$ cat src/rtl/dmem_arbiter.sv
// -----------------------------------------------------------------------------
// dmem_arbiter
// Shares one data-memory port between speculative loads and retired stores.
// Runs the req/gnt/rvalid sequence with one transaction outstanding, steers
// store bytes onto lanes, and selects/extends load data by size and offset.
//
// Optional feature macro: DMEM_ARB_MISALIGN_CHK_EN
//   When defined, misaligned halves/words complete immediately with an error
//   flag and are never issued. When undefined, the error outputs are tied 0.
//
// Ports
//   clk, rst_n            clock, async active-low reset
//   flush                 squash in-flight / pending loads (stores unaffected)
//   ld_valid/ld_ready     load request handshake (ld_addr, ld_size, ld_tag)
//   ld_resp_*             registered single-cycle load completion
//   st_valid/st_ready     store request handshake (st_addr, st_data, st_size)
//   st_done, st_err       registered single-cycle store completion
//   mem_req..mem_be       registered memory request, held until mem_gnt
//   mem_gnt               memory accepts the request
//   mem_rvalid, mem_rdata read data return
// -----------------------------------------------------------------------------
module dmem_arbiter #(
    parameter int TAG_W        = 4,
    parameter int STARVE_LIMIT = 4
) (
    input  logic             clk,
    input  logic             rst_n,
    input  logic             flush,
    input  logic             ld_valid,
    output logic             ld_ready,
    input  logic [31:0]      ld_addr,
    input  logic [2:0]       ld_size,
    input  logic [TAG_W-1:0] ld_tag,
    output logic             ld_resp_valid,
    output logic [31:0]      ld_resp_data,
    output logic [TAG_W-1:0] ld_resp_tag,
    output logic             ld_resp_err,
    input  logic             st_valid,
    output logic             st_ready,
    input  logic [31:0]      st_addr,
    input  logic [31:0]      st_data,
    input  logic [1:0]       st_size,
    output logic             st_done,
    output logic             st_err,
    output logic             mem_req,
    output logic             mem_we,
    output logic [31:0]      mem_addr,
    output logic [31:0]      mem_wdata,
    output logic [3:0]       mem_be,
    input  logic             mem_gnt,
    input  logic             mem_rvalid,
    input  logic [31:0]      mem_rdata
);

    localparam int               CNT_W = $clog2(STARVE_LIMIT + 1);
    localparam logic [CNT_W-1:0] LIMIT = CNT_W'(STARVE_LIMIT);
    localparam logic [CNT_W-1:0] ONE   = CNT_W'(1);

    typedef enum logic [1:0] {
        S_IDLE = 2'd0,
        S_REQ  = 2'd1,
        S_RESP = 2'd2
    } state_t;

    // Lane select and extension of returned read data. A half at offset 3
    // only has byte 3 available, so it behaves like a byte access.
    function automatic logic [31:0] ld_extend(input logic [31:0] rdata,
                                              input logic [1:0]  off,
                                              input logic [2:0]  size);
        logic [31:0] sh;
        logic [31:0] res;
        sh = rdata >> {off, 3'b000};
        case (size[1:0])
            2'b00: res = size[2] ? {{24{sh[7]}}, sh[7:0]} : {24'h000000, sh[7:0]};
            2'b01: begin
                if (off == 2'd3) begin
                    res = size[2] ? {{24{sh[7]}}, sh[7:0]} : {24'h000000, sh[7:0]};
                end else begin
                    res = size[2] ? {{16{sh[15]}}, sh[15:0]} : {16'h0000, sh[15:0]};
                end
            end
            default: res = rdata;
        endcase
        return res;
    endfunction

`ifdef DMEM_ARB_MISALIGN_CHK_EN
    function automatic logic is_misaligned(input logic [1:0] sz, input logic [1:0] off);
        return ((sz == 2'b01) && off[0]) || (sz[1] && (off != 2'b00));
    endfunction
`endif

    state_t           r_state;
    state_t           w_state_nxt;
    logic [CNT_W-1:0] r_starve;
    logic             r_is_load;
    logic [1:0]       r_off;
    logic [2:0]       r_size;
    logic [TAG_W-1:0] r_tag;
    logic             r_kill;
    logic             r_mem_req;
    logic             r_mem_we;
    logic [31:0]      r_mem_addr;
    logic [31:0]      r_mem_wdata;
    logic [3:0]       r_mem_be;
    logic             r_ld_resp_valid;
    logic [31:0]      r_ld_resp_data;
    logic [TAG_W-1:0] r_ld_resp_tag;
    logic             r_st_done;

    logic             w_idle;
    logic             w_ld_cand;
    logic             w_ld_win;
    logic             w_ld_acc;
    logic             w_st_acc;
    logic             w_ld_mis;
    logic             w_st_mis;
    logic [3:0]       w_st_be;
    logic [31:0]      w_st_wdata;

    // A flushed load is not a candidate, so a waiting store can still go.
    assign w_idle    = (r_state == S_IDLE);
    assign w_ld_cand = ld_valid && !flush;
    assign w_ld_win  = w_ld_cand && (!st_valid || (r_starve == LIMIT));
    assign ld_ready  = w_idle && w_ld_win;
    assign st_ready  = w_idle && st_valid && !w_ld_win;
    assign w_ld_acc  = ld_valid && ld_ready;
    assign w_st_acc  = st_valid && st_ready;

`ifdef DMEM_ARB_MISALIGN_CHK_EN
    logic r_ld_resp_err;
    logic r_st_err;
    assign w_ld_mis    = is_misaligned(ld_size[1:0], ld_addr[1:0]);
    assign w_st_mis    = is_misaligned(st_size, st_addr[1:0]);
    assign ld_resp_err = r_ld_resp_err;
    assign st_err      = r_st_err;
`else
    assign w_ld_mis    = 1'b0;
    assign w_st_mis    = 1'b0;
    assign ld_resp_err = 1'b0;
    assign st_err      = 1'b0;
`endif

    // Store byte enables and lane-replicated write data.
    always_comb begin
        w_st_be    = 4'b1111;
        w_st_wdata = st_data;
        case (st_size)
            2'b00: begin
                w_st_be    = 4'b0001 << st_addr[1:0];
                w_st_wdata = {4{st_data[7:0]}};
            end
            2'b01: begin
                w_st_be    = 4'b0011 << st_addr[1:0];
                w_st_wdata = {2{st_data[15:0]}};
            end
            default: begin
                w_st_be    = 4'b1111;
                w_st_wdata = st_data;
            end
        endcase
    end

    // Next-state logic of the request sequencer.
    always_comb begin
        w_state_nxt = r_state;
        case (r_state)
            S_IDLE: begin
                if (w_ld_acc && !w_ld_mis) begin
                    w_state_nxt = S_REQ;
                end else if (w_st_acc && !w_st_mis) begin
                    w_state_nxt = S_REQ;
                end else begin
                    w_state_nxt = S_IDLE;
                end
            end
            S_REQ: begin
                // A grant beats a simultaneous flush; the kill flag handles it.
                if (mem_gnt) begin
                    w_state_nxt = r_is_load ? S_RESP : S_IDLE;
                end else if (flush && r_is_load) begin
                    w_state_nxt = S_IDLE;
                end else begin
                    w_state_nxt = S_REQ;
                end
            end
            S_RESP: begin
                if (mem_rvalid) begin
                    w_state_nxt = S_IDLE;
                end else begin
                    w_state_nxt = S_RESP;
                end
            end
            default: w_state_nxt = S_IDLE;
        endcase
    end

    // State register.
    always_ff @(posedge clk or negedge rst_n) begin
        if (!rst_n) begin
            r_state <= S_IDLE;
        end else begin
            r_state <= w_state_nxt;
        end
    end

    // Request capture, memory request, completion pulses and starve counter.
    always_ff @(posedge clk or negedge rst_n) begin
        if (!rst_n) begin
            r_starve        <= '0;
            r_is_load       <= 1'b0;
            r_off           <= 2'b00;
            r_size          <= 3'b000;
            r_tag           <= '0;
            r_kill          <= 1'b0;
            r_mem_req       <= 1'b0;
            r_mem_we        <= 1'b0;
            r_mem_addr      <= 32'h0000_0000;
            r_mem_wdata     <= 32'h0000_0000;
            r_mem_be        <= 4'b0000;
            r_ld_resp_valid <= 1'b0;
            r_ld_resp_data  <= 32'h0000_0000;
            r_ld_resp_tag   <= '0;
            r_st_done       <= 1'b0;
`ifdef DMEM_ARB_MISALIGN_CHK_EN
            r_ld_resp_err   <= 1'b0;
            r_st_err        <= 1'b0;
`endif
        end else begin
            r_ld_resp_valid <= 1'b0;
            r_st_done       <= 1'b0;
`ifdef DMEM_ARB_MISALIGN_CHK_EN
            r_ld_resp_err   <= 1'b0;
            r_st_err        <= 1'b0;
`endif
            case (r_state)
                S_IDLE: begin
                    if (w_ld_acc) begin
                        r_is_load <= 1'b1;
                        r_off     <= ld_addr[1:0];
                        r_size    <= ld_size;
                        r_tag     <= ld_tag;
                        r_starve  <= '0;
                        r_kill    <= 1'b0;
                        if (w_ld_mis) begin
                            r_ld_resp_valid <= 1'b1;
                            r_ld_resp_data  <= 32'h0000_0000;
                            r_ld_resp_tag   <= ld_tag;
`ifdef DMEM_ARB_MISALIGN_CHK_EN
                            r_ld_resp_err   <= 1'b1;
`endif
                        end else begin
                            r_mem_req   <= 1'b1;
                            r_mem_we    <= 1'b0;
                            r_mem_addr  <= {ld_addr[31:2], 2'b00};
                            r_mem_be    <= 4'b1111;
                            r_mem_wdata <= 32'h0000_0000;
                        end
                    end else if (w_st_acc) begin
                        r_is_load <= 1'b0;
                        if (ld_valid && (r_starve != LIMIT)) begin
                            r_starve <= r_starve + ONE;
                        end
                        if (w_st_mis) begin
                            r_st_done <= 1'b1;
`ifdef DMEM_ARB_MISALIGN_CHK_EN
                            r_st_err  <= 1'b1;
`endif
                        end else begin
                            r_mem_req   <= 1'b1;
                            r_mem_we    <= 1'b1;
                            r_mem_addr  <= {st_addr[31:2], 2'b00};
                            r_mem_be    <= w_st_be;
                            r_mem_wdata <= w_st_wdata;
                        end
                    end else begin
                        r_mem_req <= 1'b0;
                    end
                end
                S_REQ: begin
                    if (mem_gnt) begin
                        r_mem_req <= 1'b0;
                        if (!r_is_load) begin
                            r_st_done <= 1'b1;
                        end else if (flush) begin
                            r_kill <= 1'b1;
                        end
                    end else if (flush && r_is_load) begin
                        r_mem_req <= 1'b0;
                    end else begin
                        r_mem_req <= 1'b1;
                    end
                end
                S_RESP: begin
                    if (mem_rvalid) begin
                        if (!r_kill && !flush) begin
                            r_ld_resp_valid <= 1'b1;
                            r_ld_resp_data  <= ld_extend(mem_rdata, r_off, r_size);
                            r_ld_resp_tag   <= r_tag;
                        end
                        r_kill <= 1'b0;
                    end else if (flush) begin
                        r_kill <= 1'b1;
                    end else begin
                        r_kill <= r_kill;
                    end
                end
                default: begin
                    r_mem_req <= 1'b0;
                    r_kill    <= 1'b0;
                end
            endcase
        end
    end

    assign mem_req       = r_mem_req;
    assign mem_we        = r_mem_we;
    assign mem_addr      = r_mem_addr;
    assign mem_wdata     = r_mem_wdata;
    assign mem_be        = r_mem_be;
    assign ld_resp_valid = r_ld_resp_valid;
    assign ld_resp_data  = r_ld_resp_data;
    assign ld_resp_tag   = r_ld_resp_tag;
    assign st_done       = r_st_done;

endmodule

$ cat config.mk
export PLATFORM = sky130hd
export DESIGN_NAME = dmem_arbiter
export DESIGN_NICKNAME = d
export VERILOG_FILES = /design/src/rtl/dmem_arbiter.sv
export SDC_FILE = /design/constraint.sdc
export NUM_CORES = 1
export LEC_CHECK = 0
export BUFFER_PORTS_ARGS = -buffer_cell sky130_fd_sc_hd__buf_2
export CAP_MARGIN = 0
export CORE_MARGIN = 2
export CORE_UTILIZATION = 35
export CTS_CLUSTER_DIAMETER = 50
export CTS_CLUSTER_SIZE = 30
export DETAILED_ROUTE_END_ITERATION = 7
export GPL_ROUTABILITY_DRIVEN = 0
export SLEW_MARGIN = 15
export SYNTH_ARGS = -nofsm -noshare
export SYNTH_HDL_FRONTEND = slang
export SYNTH_SLANG_ARGS = --single-unit
$ cat constraint.sdc
create_clock -name clk -period 4.1 [get_ports clk]
set_input_delay 0.205 -clock clk [delete_from_list [all_inputs] [get_ports clk]]
set_output_delay 0.205 -clock clk [all_outputs]
set_load 0.05 [all_outputs]
== After elaboration in Yosys (flattened, before gate mapping) ==
Cells that the tools add are included.
Storage, ports and cells
  input bits: 144
  bits in latches: 0
  register bits: 124
  memory bits (writable): 0
  memories kept: 0
  bits in read-only memories: 0
  logic and storage cells: 98
Cells by class
  reduce and logical (&&, ||, !) cells: 25
  shift operators: 3
  divide/modulo/power cells: 0
  multiplexer cells: 43
  equal/unequal tests: 10
  add/subtract/negate cells: 1
  magnitude comparators: 0
  multipliers: 0
  bitwise logic cells: 0
Operator list (count)
  32-bit 2-to-1 mux: 7
  32-bit case mux with 2 select lines: 2
  32-bit by 5-bit >> shifter with 16-bit output: 1
  1-bit 2-to-1 mux: 21
  1-bit logical AND: 10
  3-bit 2-to-1 mux: 3
  3-bit AND reduction: 3
  2-bit 2-to-1 mux: 4
  4-bit 2-to-1 mux: 2
  4-bit case mux with 2 select lines: 1
  2-bit by 1-bit == test with 1-bit output (second input constant): 3
  2-bit zero test: 3
  1-bit case mux with 3 select lines: 2
  2-bit case mux with 3 select lines: 1
  2-bit == test (second input constant): 2
  1-bit zero test: 4
  2-bit inequality test (second input constant): 2
  2-bit AND reduction: 2
  2-bit nonzero test: 2
  1-bit by 2-bit left shift with 4-bit output (first input constant): 1
  2-bit by 2-bit left shift with 4-bit output (first input constant): 1
  3-bit by 1-bit adder with 3-bit output (second input constant): 1
  3-bit == test (second input constant): 1
  3-bit inequality test (second input constant): 1
  other kinds (2): 2

== Longest topological paths before layout ==
  depth after elaboration: 9
  gate-level depth with buffers: 8
  depth with buffers taken out: 7

== Least setup slack after synthesis ==
No wires, ideal clock.
  kind: register to register
  from: reg r_starve[0]
  to: reg r_off[0]
  stages on the path, launching flop included: 9
  arrival: 1911 ps
  slack: 2064 ps
  library setup time: 125 ps
  path buffers: 1
  data required time: 3975 ps
  clock period less this slack: 2036 ps
  path through: dfrtp_1 inv_1 ha_1 nand2_1 a21oi_2 nand2_1 inv_1 buf_2 mux2_2
On the way
  cells in the longest elaborated chain, start to end: 6
Ends and longest elaborated chain
  start, declared: line 95  | logic [CNT_W-1:0] r_starve;
  start signal, assigned: line 262  | r_starve <= r_starve + ONE;
  3-bit == test: line 124  | assign w_ld_win = w_ld_cand && (!st_valid || (r_starve == LIMIT));
  1-bit logical OR: line 124
  1-bit logical AND: line 124
  1-bit logical AND: line 125  | assign ld_ready = w_idle && w_ld_win;
  net ld_ready: line 30  | output logic ld_ready,
  1-bit logical AND: line 127  | assign w_ld_acc = ld_valid && ld_ready;
  2-bit AND reduction (no source line)
  end signal, assigned: line 240  | r_off <= ld_addr[1:0];
  end, declared: line 97  | logic [1:0] r_off;
The timed path passes the listed nets, and every way through them passes these cells.
A chain may end at the register's enable or synchronous reset.

== Final worst setup path ==
  from: reg r_starve[0]
  to: out st_ready
On the way
  cells in the longest elaborated chain, start to end: 5
Ends and longest elaborated chain
  3-bit == test: line 124
  1-bit logical OR: line 124
  1-bit logical AND: line 124
  1-bit zero test: line 126  | assign st_ready = w_idle && st_valid && !w_ld_win;
  1-bit logical AND: line 126
  end, declared: line 39  | output logic st_ready,
Every way passes these cells.

==> flow_metrics.py <==
metrics = {
    "clock_tree": {
        "cts_sinks": 122,
        "clockRootBuffer": "clkbuf_16",
        "cts_hold_buf": 1,
        "tritoncts": "done",
        "htree_levels": 4,
        "clockBufferDepth": 2,
        "clk_pin_slew_ps": 60,
        "post_cts_resized": 0,
        "numCtsBuffers": 17,
        "post-cts-setup-buffers": 0,
        "clk_latency_ps": 410,
    },
    "route": {
        "drtIter0Drc": 367,
        "drc": 0,
        "dr_total_vias": 5497,
        "ant_nets": 0,
        "first_pass_iters": 5,
        "wl_per_cell_um": 16.2,
        "vias_per_cell": 4.93,
        "wl_um": 18100,
    },
    "power": {
        "p_leak_nw": 3.97,
        "pwr_density_cell_mw_per_mm2": 901,
        "peakVddDrop_v": 0.000397,
    },
    "worst_hold_path": {
        "min_path_cells": 2,
        "min_delay_worst_endpoint": "r_off[0]",
        "min_path_type": "in2reg",
        "min-delay-start": "ld_addr[0]",
    },
    "worst_setup_path": {
        "reg2reg_slack_ps": 1360,
        "reg2reg_depth": 4,
        "critPathLaunchType": "register",
        "r2r-end": "ld_resp_data[31]",
        "rr_startpoint": "r_off[0]",
        "critPathKind": "reg2out",
        "worstPathArrival_ps": 2750,
        "crit_fanout": 15,
        "cp-end-kind": "output pin",
        "critical_path_required_ps": 3890,
    },
    "global_routing": {
        "grt_max_degree": 60,
        "track_usage": 0.197,
        "grt_pass1_wl_um": 28500,
        "grt.overflow.total": 0,
        "grt_pass1_vias": 5318,
        "antenna_found_initial": 0,
    },
    "timing": {
        "setup_viol": 0,
        "fin_tns_setup_ps": 0,
        "max_freq_ghz": 0.339,
        "finalHoldViolations": 0,
        "worst_pin_slew_ps": 954,
        "finalWorstSetupSlack_ps": 1150,
        "period_needed_ps": 2950,
        "relSlewSlack": 0.360,
        "finalMaxSlewViolations": 0,
        "fin_crit_sh": 0.721,
        "skew_ps": 6.03,
        "rsz0062_at_grt": "false",
    },
    "floorplan": {
        "chipHeight_um": 137,
        "start_util": 0.358,
        "core_mm2": 0.0172,
        "rows": 48,
        "io_pins": 256,
        "fp.dieW_um": 137,
        "dieArea_mm2": 0.0187,
    },
    "cells_and_area": {
        "fin_nets": 1028,
        "syn2layout_area_growth_pct": 32.5,
        "fill_cells": 1652,
        "diodes": 0,
        "drive_above_1_share": 0.355,
    },
    "synthesis": {
        "synth.area.mux_share": 0.127,
        "synthXorXnorAreaFrac": 0.00284,
        "synth-simple-area-share": 0.151,
        "synthTopCellsByArea": "dfrtp_1, mux2i_1, nor2_1",
        "avgSynthCellArea_um2": 9.63,
        "synth_most_common_cell": "dfrtp_1",
        "synth.top_cells.by_count": "dfrtp_1, nor2_1, nand2_1, mux2i_1, a21oi_1",
        "yosys_warnings": 0,
        "ys_ff_latch": 122,
        "synth-adder-area-share": 0.0122,
        "synth_largest_area_cell": "dfrtp_1",
        "ys.flop_type": "dfrtp_1",
        "yosys.area.top_type_share": 0.495,
        "synth_edf_count": 0,
        "async_reset_ff_frac": 1.00,
        "syn_inst": 641,
        "yosysSeqAreaShare": 0.495,
        "synth_area_mm2": 0.00617,
        "ys_types": 44,
        "synth_top_family_by_area": "compound AO/OA/AOI/OAI gates",
        "synth_compound_area_frac": 0.170,
    },
    "run_status": {
        "run_status": "finished, final reports clean",
    },
    "job": {
        "drv_cap": 0,
    },
    "placed_design": {
        "numPortBuffers": 251,
        "place_worst_setup_slack_ps": 1390,
        "post-dp-hpwl_um": 13100,
    },
}
[cell usage in the layout, fill, tap and decap left out, types with 7 or more instances in the layout]
| master | netlist | final |
|---|---|---|
| buf_2 | 4 | 250 |
| dfrtp_1 | 122 | 122 |
| nor2_1 | 82 | 82 |
| nand2_1 | 73 | 73 |
| mux2i_1 | 67 | 67 |
| a21oi_1 | 56 | 56 |
| o21ai_0 | 49 | 49 |
| nand2b_1 | 34 | 34 |
| clkbuf_16 | 0 | 17 |
| o22ai_1 | 12 | 12 |
| buf_4 | 4 | 11 |
| inv_1 | 10 | 10 |
| a21oi_2 | 11 | 10 |
| nor3b_1 | 9 | 9 |
| mux2_2 | 8 | 8 |
| a22o_1 | 8 | 8 |
| a2bb2oi_1 | 7 | 7 |
[worst max-delay path, cell delays in order, from the launching register on]
cell and delay (ps):
dfrtp_1 410, inv_1 70, ha_1 140, nand2_1 130, o21ai_1 740, clkinv_1 510, buf_2 340
[cells by family (layout without fill, tap and decap cells)]
logic type | after synthesis | count (layout)
simple gates | 209 | 209
compound gates | 166 | 166
flops | 122 | 122
mux | 76 | 76
buf+inv | 59 | 305
fa+ha+maj | 6 | 6
xor+xnor | 2 | 2
other cells | 1 | 4
[state kept, by name, indices dropped and copies added (netlist names)]
signal and cells:
mem_addr 30, st_done 1, mem_wdata 32, r_tag 4, mem_req 1, r_state 2, r_size 3, r_is_load 1
ld_resp_data 32, r_off 2, r_starve 3, mem_we 1, r_kill 1, mem_be 4, ld_resp_tag 4, ld_resp_valid 1
[metal layers]
layer,part of all wire,track usage,vias to the layer above
li1,-,-,2686
met1,0.45,0.264,2576
met2,0.47,0.309,206
met3,0.067,0.0500,29
met4,0.019,0.0716,0
met5,0,0,-
[area by class of cell]
cell class	count	area, um2	share of cell area
clock inverters	7	63.8	0.00780
well taps	225	282	0.0344
multi-input cells	463	2880	0.352
flip-flops and latches	122	3050	0.373
clock buffers	24	512	0.0626
inverters	12	45.0	0.00551
repair buffers	262	1340	0.164
[worst max path at each step]
stage | start | to | slack [ps] | cells after the start
after floorplan | r_starve[0] | r_off[0] | 2060 | 8
after global placement | r_off[0] | ld_resp_data[31] | 1400 | 4
after detailed placement | r_off[0] | ld_resp_data[17] | 1390 | 4
after CTS | r_starve[0] | st_ready | 1060 | 6
after global routing | r_starve[0] | st_ready | 910 | 6
final | r_starve[0] | st_ready | 1150 | 6
[stage by stage]
stage	power, mW	cells	hold WS (ps)	cell area (um2)	utilization
6_report	7.37	1115	21.7	8180	0.474
5_1_grt	7.81	1115	20.2	8180	0.474
2_1_floorplan	4.96	644	-90.6	6180	-
3_5_place_dp	5.94	1083	345	7590	0.440
3_3_place_gp	5.91	1083	333	7590	0.440
4_1_cts	7.43	1115	5.46	8180	0.474
[power by group]
part | switching (mW) | internal, mW
sequential | 0.347 | 1.75
combinational | 2.84 | 0.977
clock | 0.536 | 0.922
Power figures use the tool's default switching activity.
